<file path="src/rtl/compare_pkg.sv">
// Shared types for the bit-serial signed comparator.
// Holds the FSM state encoding and the default operand width.
package compare_pkg;

  typedef enum logic [1:0] {
    IDLE,
    SHIFT,
    DONE
  } state_t;

  localparam int DEFAULT_WIDTH = 5;

endpackage

</file>
<file path="src/rtl/serial_sub_cell.sv">
// One full-adder slice used to form A + ~B + 1 one bit per cycle.
// Purely combinational; the carry flop lives in the parent.
module serial_sub_cell
  import compare_pkg::*;
(
  input  logic x,
  input  logic y,
  input  logic cin,
  output logic d,
  output logic cout
);

  // sum and majority carry of the three inputs
  always_comb begin
    d    = x ^ y ^ cin;
    cout = (x & y) | (x & cin) | (y & cin);
  end

endmodule

</file>
<file path="src/rtl/signed_compare_serial.sv">
// LSB-first serial signed comparator: subtracts B from A over WIDTH
// cycles and derives gt/eq/lt from the sign, overflow and zero flag.
module signed_compare_serial
  import compare_pkg::*;
#(
  parameter int WIDTH = DEFAULT_WIDTH
) (
  input  logic             clk,
  input  logic             reset,
  input  logic             start,
  input  logic [WIDTH-1:0] a,
  input  logic [WIDTH-1:0] b,
  output logic             busy,
  output logic             done,
  output logic             gt,
  output logic             eq,
  output logic             lt
);

  localparam int CW = $clog2(WIDTH + 1);

  state_t           state;
  state_t           state_nx;
  logic [WIDTH-1:0] sa;
  logic [WIDTH-1:0] sb;
  logic             carry;
  logic             zero;
  logic [CW-1:0]    cnt;
  logic             d;
  logic             cout;
  logic             last;
  logic             zero_nx;
  logic             ovf;
  logic             neg;

  serial_sub_cell u_cell (
    .x    (sa[0]),
    .y    (sb[0]),
    .cin  (carry),
    .d    (d),
    .cout (cout)
  );

  assign last    = (cnt == CW'(WIDTH - 1));
  assign zero_nx = zero & ~d;
  // at the MSB, carry is the carry into the sign bit
  assign ovf     = carry ^ cout;
  assign neg     = d ^ ovf;

  // next-state and handshake outputs
  always_comb begin
    state_nx = state;
    busy     = 1'b0;
    done     = 1'b0;
    unique case (state)
      IDLE: begin
        if (start) state_nx = SHIFT;
      end
      SHIFT: begin
        busy = 1'b1;
        if (last) state_nx = DONE;
      end
      DONE: begin
        busy     = 1'b1;
        done     = 1'b1;
        state_nx = IDLE;
      end
      default: state_nx = IDLE;
    endcase
  end

  // state register
  always_ff @(posedge clk or posedge reset) begin
    if (reset) state <= IDLE;
    else       state <= state_nx;
  end

  // operand shifters, carry, zero flag and result capture
  always_ff @(posedge clk or posedge reset) begin
    if (reset) begin
      sa    <= '0;
      sb    <= '0;
      carry <= 1'b0;
      zero  <= 1'b0;
      cnt   <= '0;
      gt    <= 1'b0;
      eq    <= 1'b0;
      lt    <= 1'b0;
    end else begin
      if (state == IDLE && start) begin
        sa    <= a;
        sb    <= ~b;
        carry <= 1'b1;
        zero  <= 1'b1;
        cnt   <= '0;
      end else if (state == SHIFT) begin
        zero  <= zero_nx;
        carry <= cout;
        sa    <= sa >> 1;
        sb    <= sb >> 1;
        cnt   <= cnt + CW'(1);
        if (last) begin
          lt <= neg;
          eq <= zero_nx;
          gt <= ~neg & ~zero_nx;
        end
      end
    end
  end

endmodule

</file>
<file path="config.mk">
export PLATFORM = sky130hd
export DESIGN_NAME = signed_compare_serial
export DESIGN_NICKNAME = d
export VERILOG_FILES = /design/src/rtl/compare_pkg.sv /design/src/rtl/serial_sub_cell.sv /design/src/rtl/signed_compare_serial.sv
export SDC_FILE = /design/constraint.sdc
export NUM_CORES = 1
export LEC_CHECK = 0
export BUFFER_PORTS_ARGS = -buffer_cell sky130_fd_sc_hd__buf_2
export CAP_MARGIN = 20
export CELL_PAD_IN_SITES_DETAIL_PLACEMENT = 1
export CELL_PAD_IN_SITES_GLOBAL_PLACEMENT = 1
export CORE_MARGIN = 2
export CORE_UTILIZATION = 42
export CTS_BUF_LIST = sky130_fd_sc_hd__clkbuf_8
export CTS_CLUSTER_SIZE = 14
export DETAILED_ROUTE_END_ITERATION = 10
export GPL_ROUTABILITY_DRIVEN = 0
export HOLD_SLACK_MARGIN = 0.02
export PLACE_DENSITY_LB_ADDON = 0.05
export SETUP_SLACK_MARGIN = 0.02
export SLEW_MARGIN = 10
export SYNTH_ARGS = -nofsm -noshare
export SYNTH_HDL_FRONTEND = slang
export SYNTH_HIERARCHICAL = 1
export SYNTH_SLANG_ARGS = --single-unit
</file>
<file path="constraint.sdc">
create_clock -name clk -period 2.5 [get_ports clk]
set_clock_uncertainty 0.05 [all_clocks]
set_input_delay 0.125 -clock clk [delete_from_list [all_inputs] [get_ports clk]]
set_output_delay 0.125 -clock clk [all_outputs]
set_load 0.1 [all_outputs]
</file>
==> metrics.csv <==
metric,value,unit
outcome,"complete, no violations",
final net count,138,
Worst Hold Class,in2reg,
setup violators final,0,
# resized after CTS,0,
RR Startpoint,sb[0]$_DFFE_PP0P_,
setup ws final,624,ps
Fill cells,247,
CP endpoint kind,flip-flop,
CP startpoint kind,flip-flop,
buffer depth of the longest clock path,2,
die area,2810,sq um
chip width,53.0,um
max-slew violation count,0,
MaxCap Viol Count,0,
CP required,2590,ps
WS Path Type,reg2reg,
dpl ws,645,ps
# rows,17,
Mapped Nets,113,
Die Span Y,53.0,um
first-pass GRT wire length,3440,um
TritonCTS Buffers,3,
Antenna Cells,0,
"Reg clk slew, reported paths",80,ps
CP endpoint,gt$_DFFE_PP0P_,
Final Hold Violating Endpoints,0,
final setup TNS,0,ps
Reg2Reg Depth,4,
"Seq/Total Area, Yosys",49.6,%
total wire length,2070,um
H-tree depth,1,
Core Region,2230,sq um
unrepaired setup endpoints after global routing,false,
Final min period,1880,ps
TritonCTS Sinks,20,
Ports,18,
initial drt markers,7,
Cell variety after synth,22,
Reg-to-Reg End,gt$_DFFE_PP0P_,
Via-to-Cell Ratio,4.99,
WP data arrival,1970,ps
synthesized instance count,93,
Remaining DRCs,0,
Via Count,723,
Root Buffer,clkbuf_8,
crit path from,sb[0]$_DFFE_PP0P_,
Worst-Skew Late Latency,250,ps
Port-buffer cells,17,
period utilization,75.0,%
gr usage total,17.4,%
DP HPWL,1420,um
critical-path maximum fanout,2,
Synth Register Bits,20,
TritonCTS clock tree,yes,
largest net degree at the start of global routing,22,
FF-to-FF setup slack,620,ps
number of global-route vias before repair,749,
FMAX,533,MHz
grt ovf,0,
Post-Syn Area,1010,sq um
initial antenna violation count,0,
area delta synth->final,21.8,%
Least-Margin Pin Slew,744,ps
Slew headroom,50.4,%
yosys warns,6,
drt first pass iters,3,
Initial Utilization,45.2,%
Post-Syn Area per Cell,10.9,sq um
layout cells sized above 1,22.2,%
DRT antenna net count,0,
post-DR wirelength/cell,14.3,um
[flip-flops by register name, summed over array words and instances, names as in the netlist]
signal  flops
carry       1
cnt         3
eq          1
gt          1
lt          1
sa          5
sb          5
state       2
zero        1
[layout make-up]
class	count	area [sq um]	share of cell area [%]
clock buffers	4	55.1	4.48
inverters	5	18.8	1.53
repair buffers	24	153	12.4
well taps	28	35.0	2.85
flip-flops and latches	20	500	40.7
multi-input cells	64	468	38.0
[worst max-delay path, cell delays in order (launching register included)]
cell	delay, ps
dfrtp_1	400
fa_1	460
xor2_1	240
mux2_1	350
mux2_2	260
[metal layers]
layer | vias to the layer above | track usage (%) | part of all wire (%)
met5 | - | 0 | 0
met2 | 12 | 31.7 | 50
met1 | 349 | 21.0 | 46
met3 | 2 | 3.39 | 2.9
li1 | 360 | - | -
met4 | 0 | 3.85 | 0.53
[synthesized netlist by cell type]
| library cell | number | share of area (%) |
|---|---|---|
| a211oi_1 | 4 | 3.0 |
| a21o_1 | 1 | 0.74 |
| a21oi_1 | 5 | 2.5 |
| and2_1 | 1 | 0.62 |
| buf_4 | 2 | 1.5 |
| clkbuf_1 | 2 | 0.74 |
| dfrtp_1 | 20 | 50 |
| fa_1 | 1 | 2.0 |
| ha_1 | 6 | 7.4 |
| inv_1 | 5 | 1.9 |
| mux2_1 | 1 | 1.1 |
| mux2_2 | 4 | 4.5 |
| mux2i_1 | 6 | 5.9 |
| nand2_1 | 11 | 4.1 |
| nand3b_1 | 2 | 1.5 |
| nand4_1 | 1 | 0.62 |
| nor2_1 | 4 | 1.5 |
| nor2b_1 | 6 | 3.7 |
| o21a_1 | 1 | 0.74 |
| o21ai_0 | 6 | 3.0 |
| xnor2_1 | 1 | 0.87 |
| xor2_1 | 3 | 2.6 |
[repair_timing]
item | CTS | global route
endpoints found under the hold margin | 25 | 0
setup endpoints to repair | 0 | 0
setup buffers | 0 | 0
hold buffers | 6 | 0
[cell usage in the layout, fill, tap and decap left out, drive strengths merged]
| cell type | netlist | routed |
|---|---|---|
| nand4 | 1 | 1 |
| inv | 5 | 5 |
| xnor2 | 1 | 1 |
| dlygate4sd3 | 0 | 6 |
| mux2 | 5 | 5 |
| a21o | 1 | 1 |
| buf | 2 | 18 |
| and2 | 1 | 1 |
| ha | 6 | 6 |
| nand2 | 11 | 11 |
| fa | 1 | 1 |
| clkbuf | 2 | 4 |
| a211oi | 4 | 4 |
| dfrtp | 20 | 20 |
| nor2b | 6 | 6 |
| o21ai | 6 | 6 |
| nand3b | 2 | 2 |
| mux2i | 6 | 6 |
| nor2 | 4 | 4 |
| xor2 | 3 | 3 |
| a21oi | 5 | 5 |
| o21a | 1 | 1 |
[kinds of logic (layout without fill, tap and decap cells)]
| kind of cell | after synthesis | count (layout) | synth area share [%] |
|---|---|---|---|
| compound gates | 17 | 17 | 9.91 |
| xor+xnor | 4 | 4 | 3.47 |
| fa+ha+maj | 7 | 7 | 9.42 |
| buf+inv | 9 | 33 | 4.09 |
| flops | 20 | 20 | 49.6 |
| mux | 11 | 11 | 11.5 |
| simple gates | 25 | 25 | 12.0 |
[metrics by stage]
stage	instance area, sq um	hold WS, ps	std cells	util [%]
after floorplan	1010	38.8	93	-
after global placement	1110	246	135	49.9
after detailed placement	1110	251	135	49.9
after CTS	1230	25.9	145	55.1
after global routing	1230	24.6	145	55.1
final	1230	24.0	145	55.1
[worst min-delay path by stage]
stage	from	to	slack, ps	depth (start not counted)
floorplan	reset	carry$_DFFE_PP0P_	40	1
global placement	b[3]	sb[3]$_DFFE_PP0P_	250	2
detailed placement	b[1]	sb[1]$_DFFE_PP0P_	250	2
CTS	b[4]	sb[4]$_DFFE_PP0P_	30	2
global route	a[1]	sa[1]$_DFFE_PP0P_	20	3
finish	b[4]	sb[4]$_DFFE_PP0P_	20	2
Power is left out: the tool's default activity adds up to more than one toggle a clock period on the data nets, which glitch-free logic cannot reach.
